[src/rtl/led_pkg.sv]
// rtl/led_pkg.sv - shared types, colour constants and RGB helpers for the LED gradient fader
package led_pkg;

  localparam int CW_DEFAULT = 8;

  typedef enum logic [1:0] {IDLE, LOAD, DIV, DONE} state_e;

  // Which side of the midpoint the request falls on.
  typedef enum logic [1:0] {K_EQ, K_LT, K_GT} kind_e;

  localparam logic [23:0] YELLOW = 24'hFFFF00;
  localparam logic [23:0] RED    = 24'hFF0000;
  localparam logic [23:0] GREEN  = 24'h00FF00;

  function automatic int maxc(input int cw);
    return (1 << cw) - 1;
  endfunction

  function automatic logic [47:0] pack_rgb(input logic [15:0] r, input logic [15:0] g,
                                           input logic [15:0] b, input int cw);
    return (48'(r) << (2 * cw)) | (48'(g) << cw) | 48'(b);
  endfunction

  function automatic logic [15:0] unpack_chan(input logic [47:0] c, input int idx, input int cw);
    return 16'((c >> (idx * cw)) & 48'(maxc(cw)));
  endfunction

endpackage

[src/rtl/led_seq_divider.sv]
// rtl/led_seq_divider.sv - restoring divider computing floor(num*MAXC/den) in N+CW fixed iterations
module led_seq_divider
  import led_pkg::*;
#(
  parameter int N  = 10,
  parameter int CW = 8
) (
  input  logic          clock,
  input  logic          reset_n,
  input  logic          start,
  input  logic [N-1:0]  num,
  input  logic [N-1:0]  den,
  output logic          done,
  output logic [CW-1:0] q
);
  localparam int NUMW = N + CW;
  localparam int CNTW = $clog2(NUMW + 1);
  localparam logic [CW-1:0] MAXC = CW'(maxc(CW));

  logic [NUMW-1:0] dq_q, dq_d;
  logic [N-1:0]    rem_q, rem_d;
  logic [N-1:0]    den_q, den_d;
  logic [CNTW-1:0] cnt_q, cnt_d;
  logic [N:0]      rem_sh;
  logic [N-1:0]    rem_sub;

  // dq holds the unconsumed dividend bits on top and the growing quotient below.
  always_comb begin
    dq_d    = dq_q;
    rem_d   = rem_q;
    den_d   = den_q;
    cnt_d   = cnt_q;
    rem_sh  = {rem_q, dq_q[NUMW-1]};
    rem_sub = rem_sh[N-1:0] - den_q;
    if (start) begin
      dq_d  = NUMW'(num) * NUMW'(MAXC);
      rem_d = '0;
      den_d = den;
      cnt_d = CNTW'(NUMW);
    end else if (cnt_q != '0) begin
      if (rem_sh >= {1'b0, den_q}) begin
        rem_d = rem_sub;
        dq_d  = {dq_q[NUMW-2:0], 1'b1};
      end else begin
        rem_d = rem_sh[N-1:0];
        dq_d  = {dq_q[NUMW-2:0], 1'b0};
      end
      cnt_d = cnt_q - 1'b1;
    end
  end

  always_ff @(posedge clock or negedge reset_n) begin
    if (!reset_n) begin
      dq_q  <= '0;
      rem_q <= '0;
      den_q <= '0;
      cnt_q <= '0;
    end else begin
      dq_q  <= dq_d;
      rem_q <= rem_d;
      den_q <= den_d;
      cnt_q <= cnt_d;
    end
  end

  assign done = (cnt_q == CNTW'(1));
  assign q    = dq_q[CW-1:0];

endmodule

[src/rtl/led_gradient_fader.sv]
// rtl/led_gradient_fader.sv - index to red/yellow/green gradient with exact divider and fade
// Define LED_FADE_EN for a slew-limited fade of cor_led toward the target colour.
module led_gradient_fader
  import led_pkg::*;
#(
  parameter int N         = 10,
  parameter int CW        = 8,
  parameter int FADE_STEP = 4,
  parameter int FADE_DIV  = 16
) (
  input  logic            clock,
  input  logic            reset_n,
  input  logic            in_valid,
  output logic            in_ready,
  input  logic [N-1:0]    contador,
  input  logic [N-1:0]    mid_idx,
  input  logic [N-1:0]    max_idx,
  output logic            cor_valid,
  output logic            busy,
  output logic            fading,
  output logic [3*CW-1:0] cor_led
);
  localparam int RGBW = 3 * CW;
  localparam logic [CW-1:0] MAXC = CW'(maxc(CW));
  localparam logic [CW-1:0] ZERO = '0;

  if (FADE_STEP < 1 || FADE_DIV < 1) begin : g_param_check
    $error("led_gradient_fader: FADE_STEP and FADE_DIV must be at least 1");
  end

  state_e          state_q, state_d;
  kind_e           kind_q, kind_d, kind_c;
  logic            sat_q, sat_d, sat_c;
  logic [N-1:0]    cnt_q, cnt_d, mid_q, mid_d, max_q, max_d;
  logic [N-1:0]    num_c, den_c, gt_den, delta;
  logic [RGBW-1:0] target_q, target_d, cor_led_q, cor_led_d, result;
  logic            cor_valid_q, cor_valid_d;
  logic [CW-1:0]   div_q, val;
  logic            div_done, accept;

  assign in_ready  = (state_q == IDLE) && reset_n;
  assign busy      = !in_ready;
  assign accept    = in_valid && in_ready;
  assign cor_valid = cor_valid_q;
  assign cor_led   = cor_led_q;

  // Shortcut cases still run the divider (on 0/1) so latency never depends on the data.
  always_comb begin
    gt_den = (max_q > mid_q) ? max_q - mid_q : N'(1);
    delta  = cnt_q - mid_q;
    kind_c = K_EQ;
    sat_c  = 1'b0;
    num_c  = '0;
    den_c  = N'(1);
    if (cnt_q < mid_q) begin
      kind_c = K_LT;
      num_c  = cnt_q;
      den_c  = mid_q;
    end else if (cnt_q > mid_q) begin
      kind_c = K_GT;
      sat_c  = (delta >= gt_den);
      if (!sat_c) begin
        num_c = delta;
        den_c = gt_den;
      end
    end
  end

  led_seq_divider #(.N(N), .CW(CW)) u_div (
    .clock   (clock),
    .reset_n (reset_n),
    .start   (state_q == LOAD),
    .num     (num_c),
    .den     (den_c),
    .done    (div_done),
    .q       (div_q)
  );

  always_comb begin
    val = sat_q ? MAXC : div_q;
    case (kind_q)
      K_EQ:    result = {MAXC, MAXC, ZERO};
      K_LT:    result = {MAXC, div_q, ZERO};
      default: result = {MAXC - val, MAXC, ZERO};
    endcase
  end

  always_comb begin
    state_d     = state_q;
    cnt_d       = cnt_q;
    mid_d       = mid_q;
    max_d       = max_q;
    kind_d      = kind_q;
    sat_d       = sat_q;
    target_d    = target_q;
    cor_valid_d = 1'b0;
    case (state_q)
      IDLE: if (accept) begin
        state_d = LOAD;
        cnt_d   = contador;
        mid_d   = mid_idx;
        max_d   = max_idx;
      end
      LOAD: begin
        state_d = DIV;
        kind_d  = kind_c;
        sat_d   = sat_c;
      end
      DIV: if (div_done) state_d = DONE;
      DONE: begin
        state_d     = IDLE;
        target_d    = result;
        cor_valid_d = 1'b1;
      end
      default: state_d = IDLE;
    endcase
  end

`ifdef LED_FADE_EN
  localparam int PW = (FADE_DIV > 1) ? $clog2(FADE_DIV) : 1;
  localparam logic [PW-1:0] PRESC_LAST = PW'(FADE_DIV - 1);
  localparam logic [CW-1:0] STEP = CW'(FADE_STEP);

  logic [PW-1:0]   presc_q, presc_d;
  logic [RGBW-1:0] faded;
  logic [CW-1:0]   cur, tgt;
  logic            tick;

  // Each channel closes at most STEP of its gap per tick and lands exactly on the target.
  always_comb begin
    tick    = (presc_q == PRESC_LAST);
    presc_d = tick ? '0 : presc_q + 1'b1;
    faded   = cor_led_q;
    cur     = '0;
    tgt     = '0;
    for (int i = 0; i < 3; i++) begin
      cur = cor_led_q[i*CW +: CW];
      tgt = target_q[i*CW +: CW];
      if (tgt > cur) faded[i*CW +: CW] = (tgt - cur > STEP) ? cur + STEP : tgt;
      else           faded[i*CW +: CW] = (cur - tgt > STEP) ? cur - STEP : tgt;
    end
    cor_led_d = tick ? faded : cor_led_q;
  end

  assign fading = (cor_led_q != target_q);

  always_ff @(posedge clock or negedge reset_n) begin
    if (!reset_n) presc_q <= '0;
    else          presc_q <= presc_d;
  end
`else
  always_comb begin
    cor_led_d = (state_q == DONE) ? result : cor_led_q;
  end

  assign fading = 1'b0;
`endif

  always_ff @(posedge clock or negedge reset_n) begin
    if (!reset_n) begin
      state_q     <= IDLE;
      kind_q      <= K_EQ;
      sat_q       <= 1'b0;
      cnt_q       <= '0;
      mid_q       <= '0;
      max_q       <= '0;
      target_q    <= '0;
      cor_led_q   <= '0;
      cor_valid_q <= 1'b0;
    end else begin
      state_q     <= state_d;
      kind_q      <= kind_d;
      sat_q       <= sat_d;
      cnt_q       <= cnt_d;
      mid_q       <= mid_d;
      max_q       <= max_d;
      target_q    <= target_d;
      cor_led_q   <= cor_led_d;
      cor_valid_q <= cor_valid_d;
    end
  end

endmodule
[config.mk]
export PLATFORM = sky130hd
export DESIGN_NAME = led_gradient_fader
export DESIGN_NICKNAME = d
export VERILOG_FILES = /design/src/rtl/led_pkg.sv /design/src/rtl/led_seq_divider.sv /design/src/rtl/led_gradient_fader.sv
export SDC_FILE = /design/constraint.sdc
export NUM_CORES = 1
export LEC_CHECK = 0
export CORE_ASPECT_RATIO = 0.5
export CORE_MARGIN = 2
export CORE_UTILIZATION = 40
export CTS_CLUSTER_SIZE = 14
export DETAILED_ROUTE_END_ITERATION = 8
export DONT_BUFFER_PORTS = 1
export HOLD_SLACK_MARGIN = 0.08
export SLEW_MARGIN = 20
export SYNTH_ARGS = -nofsm -noshare
export SYNTH_HDL_FRONTEND = slang
export SYNTH_SLANG_ARGS = --single-unit
[constraint.sdc]
create_clock -name clock -period 8.3 [get_ports clock]
set_input_delay 1.66 -clock clock [delete_from_list [all_inputs] [get_ports clock]]
set_output_delay 1.66 -clock clock [all_outputs]
set_load 0.1 [all_outputs]
==> summary.md <==
| Metric | Value |
|---|---|
| Top delay family on crit path | adder cells |
| Inserted Clock Buffers | 9 |
| Area Growth Syn to Fin | 7.026% |
| Total core area | 19640 µm² |
| Unrepaired setup endpoints after global routing | no |
| DRT Pass-1 Iters | 5 |
| Min Tclk post-route | 7.825 ns |
| Most common cell in the netlist | inv_1 |
| Max Fclk | 127.8 MHz |
| Max Root-Sink Buffers | 2 |
| Post-synth top area cell | dfrtp_1 |
| Mapped Area | about 8100 µm² |
| H-Tree Depth | 3 |
| Initial DRC Count | roughly 350 |
| Final TNS setup | 0 ns |
| Post-synth EDFFs | 0 |
| CTS Sinks | 95 |
| Startpoint Class | flop |
| Final setup viols | 0 |
| Worst hold path type | flop to flop |
| Chip height | about 100 µm |
| Sequential element share of the synthesized area | 29.34% |
| CP required | ~8.6 ns |
| CTS clk-pin slew, worst paths | 0.07 ns |
| Fill cell count | around 1.9k |
| Design Area, Final | 8672 µm² |
| Cell mode on critical path | fa_1 |
| Overall routed net length | 19490 µm |
| Status | complete, no violations |
| Routed Antenna Nets | 0 |
| First-pass GRT wire length | 31930 µm |
| Area share of the largest cell type after synthesis | between 20% and 30% |
| WL per Instance | 17.31 µm |
| Final Hold Viols | 0 |
| Synthesized instance count | 867 |
| Die X | 205.3 µm |
| GPL Wtd Cong | 0.8688 |
| Max stage delay on crit path | between 0.5 and 0.6 ns |
| Placed Cells | 1110 |
| Average footprint of a synthesized cell | 9.346 µm² |
| NumNets Final | 1017 |
| CTS Hold Bufs | 0 |
| Master of the slowest instance on the critical path | fa_1 |
| Final period utilization | 94.27% |
| CTS Root Cell | clkbuf_16 |
| Slew Viols, Final | 0 |
| PortBufs | 0 |
| Die area | 21480 µm² |
| Starting Density | 41.26% |
| Row cnt | 36 |
| # DRC | 0 |
| Post-synth cell types | 69 |
| WP data arrival | 8.09 ns |
| Share of cells above drive strength 1 | 8.033% |
| Setup Crit Path Kind | flop to flop |
| Worst slew margin | 30.00% |
| Non-Filler Instances | between 1k and 1.5k |
| CTS tree | yes |
| # IOs | 61 |
| GRT Overall Usage | between 10% and 20% |
| Vias per cell | 5.424 |
| Placed Area | 8324 µm² |
| Least-Margin Pin Slew | 1.050 ns |
| Worst Clk Skew | roughly 0.0095 ns |
| Largest net degree at the start of global routing | 97 |
| Clk_lat worst skew | 0.35 ns |
| Vias | 6107 |
| Ys flop type | dfrtp_1 |
| CP Max Fanout | 10 |
| CP endpoint kind | flop |
| Max_cap viols | 0 |
| Number of synthesized register bits | 95 |
| Post-synth top cells | inv_1, dfrtp_1, ha_1 |
| Synth warnings | 0 |
| Synth top area cells | dfrtp_1, ha_1, fa_1 |
| Initial antenna violation count | 1 |
| Vias in the first global route | 5994 |
| CP bufs+invs | 3 |
| Post-synthesis async set-or-reset flop share | 100.0% |
| Grt ovf | 0 |
| Detailed Place HPWL | 15090 µm |
==> sequential cells by signal, summed over array words and instances, names as in the netlist <==
| name | flops |
|---|---|
| cor_led | 16 |
| u_div.dq_q | 18 |
| cor_valid | 1 |
| max_q | 10 |
| state_q | 2 |
| kind_q | 2 |
| sat_q | 1 |
| mid_q | 10 |
| u_div.den_q | 10 |
| u_div.cnt_q | 5 |
| u_div.rem_q | 10 |
| cnt_q | 10 |
==> worst paths after layout <==
check	from	to	slack, ns	depth (start not counted)
worst max-delay path	mid_q[3]	u_div.dq_q[16]	0.48	27
worst min-delay path	u_div.den_q[6]	u_div.den_q[6]	0.51	2
worst max register to register	mid_q[3]	u_div.dq_q[16]	0.48	27
worst min register to register	u_div.den_q[6]	u_div.den_q[6]	0.51	2
max in group asynchronous	reset_n	cor_led[17]	7.08	0
min in group asynchronous	reset_n	cnt_q[1]	0.99	0
==> repair_timing <==
action	CTS	global route
setup buffers	0	0
endpoints found under the setup margin	0	3
resized for setup	0	2
==> metrics by stage <==
step	hold slack [ns]	worst slack, ns	util, %
after floorplan	0.4590	1.085	-
after global placement	0.4786	0.5925	42.39
after detailed placement	0.4853	0.3969	42.39
after CTS	0.5049	0.3894	44.12
after global routing	0.5158	0.007305	44.16
final	0.5064	0.4755	44.16
==> metal layers <==
layer | GRT usage, % | wire length [µm] | vias up | share of wire (%)
li1 | - | - | 2986 | -
met3 | 4.398 | 920 | 21 | 4.7
met5 | 0 | 0 | - | 0
met4 | 3.905 | 264 | 0 | 1.4
met2 | 28.91 | 8513 | 135 | 44
met1 | 27.34 | 9790 | 2965 | 50
==> cells in the final DEF (no fill, tap or decap), types with 8 or more instances in the layout <==
master and instances:
inv_1 118, dfrtp_1 95, ha_1 86, nand2_1 69
a21oi_1 48, nor2_1 45, fa_1 43, o21ai_0 36
mux2_2 31, xnor2_1 22, o21a_1 20, nand3_1 18
o211ai_1 15, nor3_1 15, a21o_1 13, a22oi_1 11
mux2i_1 11, nand2b_1 9, a22o_1 9, xor2_1 9
conb_1 9, clkbuf_16 9, buf_4 9, nand4_1 8
o221ai_1 8
==> cell families (layout without fill, tap and decap cells) <==
family          count (synthesis)  after routing  share of synthesized area (%)
buf+inv                       158            142                          8.045
compound gates                210            210                          17.84
flops                          95             95                          29.34
fa+ha+maj                     129            129                          23.90
simple gates                  201            201                          11.81
mux                            42             42                          5.667
xor+xnor                       31             31                          3.351
other cells                     1             10                        0.04628
==> worst min-delay path: stages (launching register included) <==
cell and delay (ns):
dfrtp_1 0.35, nand2_1 0.06, o221ai_1 0.06
==> area by class of cell <==
type	count	area, µm²	area share (%)
flip-flops and latches	95	2377	27.41
well taps	266	332.8	3.838
clock buffers	9	225.2	2.597
diodes	1	2.502	0.02886
inverters	118	442.9	5.107
clock inverters	6	115.1	1.327
repair buffers	9	67.56	0.7791
multi-input cells	622	5109	58.91
Power is left out: the tool's default activity adds up to more than one toggle a clock period on the data nets, which glitch-free logic cannot reach.
